==> config.mk <==
export PLATFORM = sky130hd
export DESIGN_NAME = tt_cov_tracker
export DESIGN_NICKNAME = d
export VERILOG_FILES = /design/src/rtl/tt_cov_tracker.sv
export SDC_FILE = /design/constraint.sdc
export NUM_CORES = 1
export LEC_CHECK = 0
export CAP_MARGIN = 20
export CORE_AREA = 2 2 39 41
export CTS_BUF_LIST = sky130_fd_sc_hd__clkbuf_4
export CTS_CLUSTER_SIZE = 40
export DETAILED_ROUTE_END_ITERATION = 16
export DIE_AREA = 0 0 41 43
export GPL_TIMING_DRIVEN = 0
export PLACE_DENSITY = 0.52
export SYNTH_ARGS = -nofsm -noshare
export SYNTH_HDL_FRONTEND = slang
export SYNTH_SLANG_ARGS = --single-unit
==> constraint.sdc <==
create_clock -name clk -period 2 [get_ports clk]
set_input_delay 0.3 -clock clk [delete_from_list [all_inputs] [get_ports clk]]
set_output_delay 0.3 -clock clk [all_outputs]
set_load 0.05 [all_outputs]
==> src/rtl/tt_cov_tracker.sv <==
// Sticky per-run coverage bitmap: one bit per input vector, cleared at run start.
module tt_cov_tracker #(
    parameter int unsigned N_IN = 3
) (
    input  logic                 clk,
    input  logic                 rst_n,
    input  logic                 clr_i,
    input  logic                 set_i,
    input  logic [N_IN-1:0]      set_idx_i,
    output logic [2**N_IN-1:0]   cov_map_o,
    output logic                 full_o
);

    logic [2**N_IN-1:0] cov_q;

    always_ff @(posedge clk) begin
        if (!rst_n || clr_i) begin
            cov_q <= '0;
        end else if (set_i) begin
            cov_q[set_idx_i] <= 1'b1;
        end
    end

    assign cov_map_o = cov_q;
    assign full_o    = &cov_q;

endmodule

==> impl_metrics.toml, run 1 <==
[worst_hold_path]
timing.hold.worst.start = "cov_map_o[5]"
worst_hold_path.num_cells = 2
worstHoldPathType = "reg -> reg"
whs_endpoint = "cov_map_o[5]"

[route]
detail_route.iter0.violations = 4
detail_route.first_pass.iterations = 4
final_routed_wire_length_divided_by_cell_count_um = 11.1
viasPerCell = 4.46
ant_nets = 0
drc = 0
postRouteWirelength_um = 776
via_count = 312

[floorplanning]
chipWidth_um = 41
initial_core_util_pct = 23.9
floorplan.rows = 14
die_area_um2 = 1760
design.portCount = 16
floorplan.die.height_um = 43
core_um2 = 1380

[setup_path]
r2r_end = "cov_map_o[7]"
path_cells = "clkdlybuf4s50_1"
setup.worst_path.end_class = "output port"
critical_path.max_fanout = 3
critical_path.top_delay_family = "buffers and inverters"
worst_path_max_delay_cell = "sky130_fd_sc_hd__clkdlybuf4s50_1"
r2r-start = "cov_map_o[7]"
launching_element_type_of_the_critical_path = "flop"
timing.critical_path.required_ns = 1.70
arrival_ns = 1.41
worst-path-buf-inv = 1
ff2ff_setup_slack_ns = 1.35
type_of_the_worst_setup_path = "reg -> out"
depth_of_the_most_critical_reg_to_reg_path = 2
cpPeakStageDelay_ns = 0.81

[placement]
place_hpwl_um = 531
count_of_input_and_output_buffers = 15
routabilityCongestion = 0.630
setup_ws_pre_cts_ns = 0.347

[layout]
design.final.nets = 63
insertedDiodeCount = 0
final_layout_size_suffix_gt1_share_pct = 5.56
layout.cells.most_common_list = "sky130_fd_sc_hd__clkdlybuf4s50_1 (14), sky130_fd_sc_hd__dfxtp_1 (8), sky130_fd_sc_hd__inv_1 (7), sky130_fd_sc_hd__a21oi_1 (7)"
largest_register_ffs = 8
post_synthesis_to_final_layout_area_growth_pct = 59.1
mostFrequentLayoutCell = "sky130_fd_sc_hd__clkdlybuf4s50_1"

[clocking]
cts.sinks = 8
cts-root-buf = "sky130_fd_sc_hd__clkbuf_4"
insertion_delay_ns = 0.26
post-cts-setup-buffers = 0
clk_transition_reported_paths_ns = 0.06
cts_made_buffers = 3
tritoncts_clock_tree = "yes"
cts_htree_levels = 1
cts-root-to-sink-buffers = 2

[yosys]
synth-compound-area-share_pct = 13.3
synth.mux.area_fraction_pct = 0
postSynthRegisterBits = 8
synth-warning-count = 0
synth-seq-area-share_pct = 48.5
combinational_family_with_the_most_area_after_synthesis = "simple AND/OR/NAND/NOR gates"
yosys.area_share.simple_pct = 29.2
yosys.area_share.xor_xnor_pct = 0
synthesis.instances = 36
synthesis.nets = 43
avgSynthCellArea_um2 = 9.18
yosysUniqueCellTypes = 11
post_synthesis_cell_area_um2 = 330
yosys.area_share.adder_pct = 0

[power]
max-vdd-ir-drop_mv = 0.219
report.power.total_w = 0.000333
power.density_nw_per_um2 = 634
power.static_leakage_nw = 0.178

[timing]
slew_headroom_pct = 66.7
fin_skew_ns = 0
post-route-min-period_ns = 1.71
finalSetupViolCount = 0
tightestPinTransition_ns = 0.498
maxClockFrequency_mhz = 584
setup_repair_after_global_routing_missed_its_margin = "no"
finalCritPeriodShare_pct = 85.6
final-max-slew-violation-count = 0
final_critical_path_setup_slack_ns = 0.288
totalNegativeSetupSlack_ns = 0
hold_viol = 0

[global_routing]
grt.total_usage_pct = 10.9
grt_pass1_wl_um = 1220
grt_antenna_before_repair = 0
grt_start_max_net_pins = 9
grt_remaining_overflow = 0
grt_pass1_vias = 263

[run]
maxcap_violations = 0

[run_status]
result_of_the_run = "completed"
[cell families (layout without fill, tap and decap cells)]
logic type | after synthesis | in the layout
buffers and inverters | 8 | 26
DFF | 8 | 8
AOI/OAI and AO/OA | 8 | 8
and+or+nand+nor | 12 | 12
[synthesized netlist by cell type]
master / number / area share, %
sky130_fd_sc_hd__or4b_1: 1 / 3.0
sky130_fd_sc_hd__a41oi_1: 1 / 2.7
sky130_fd_sc_hd__a21oi_1: 7 / 11
sky130_fd_sc_hd__nand4b_1: 3 / 8.0
sky130_fd_sc_hd__nand2b_1: 1 / 1.9
sky130_fd_sc_hd__nand4bb_1: 3 / 10
sky130_fd_sc_hd__dfxtp_1: 8 / 48
sky130_fd_sc_hd__inv_1: 7 / 8.0
sky130_fd_sc_hd__nand4_1: 2 / 3.8
sky130_fd_sc_hd__nor2_1: 2 / 2.3
sky130_fd_sc_hd__clkbuf_1: 1 / 1.1
[power breakdown]
| group | internal [W] | switching, W |
|---|---|---|
| sequential | 0.000162 | 0.00000156 |
| clock | 0.0000689 | 0.0000582 |
| combinational | 0.0000205 | 0.0000225 |
[worst min-delay path, cell delays in order, from the launching register on]
cell                      delay (ns)
sky130_fd_sc_hd__dfxtp_1        0.32
sky130_fd_sc_hd__inv_1          0.05
sky130_fd_sc_hd__a21oi_1        0.05
[stage by stage]
step | cells | util (%) | hold slack (ns) | cell area [µm²]
4_1_cts | 70 | 37.8 | 0.466 | 523
3_3_place_gp | 67 | 36.2 | 0.454 | 500
5_1_grt | 70 | 38.0 | 0.486 | 526
3_5_place_dp | 67 | 36.2 | 0.457 | 500
6_report | 70 | 38.0 | 0.462 | 526
2_1_floorplan | 36 | - | 0.468 | 330
[cell type report]
cell class	count	area (µm²)
Fill cell	161	858
Sequential cell	8	160
Timing Repair Buffer	15	153
Multi-Input combinational cell	20	140
Inverter	7	26.3
Clock buffer	3	22.5
Tap cell	16	20.0
Buffer	1	3.75
[timing repair]
action | 4_1_cts | 5_1_grt
gates resized for setup | 0 | 1
hold buffers | 0 | 0
setup endpoints to repair | 0 | 1
[worst max path at each step]
stage / from / end / slack (ns) / cells after the start
after floorplan: cov_map_o[0] / full_o / 0.24 / 2
after global placement: cov_map_o[3] / full_o / 0.35 / 3
after detailed placement: cov_map_o[3] / full_o / 0.35 / 3
after CTS: cov_map_o[3] / full_o / 0.06 / 3
after global routing: cov_map_o[1] / cov_map_o[1] / 0.22 / 1
final: cov_map_o[7] / cov_map_o[7] / 0.29 / 1
[layer usage]
metal | track usage [%] | part of all wire [%] | vias up
met5 | 0 | 0 | -
met4 | 8.00 | 0 | 0
met3 | 4.71 | 6.4 | 0
met2 | 12.8 | 44 | 9
met1 | 15.0 | 50 | 137
li1 | - | - | 166
Note: power is estimated with default switching activity, not from simulation.
==> run 2, diff against run 1 <==
--- a/config.mk
+++ b/config.mk
@@ -12,6 +12,7 @@
 export DETAILED_ROUTE_END_ITERATION = 16
 export DIE_AREA = 0 0 41 43
 export GPL_TIMING_DRIVEN = 0
+export MAX_ROUTING_LAYER = met4
 export PLACE_DENSITY = 0.52
 export SYNTH_ARGS = -nofsm -noshare
 export SYNTH_HDL_FRONTEND = slang
==> results of run 2 <==
No change in the layout: final DEF, timing and power equal those of run 1.
Among the figures that moved: final weighted congestion in routability-driven placement 0.630 -> 0.635; overall routing resource usage 10.9% -> 11.2%
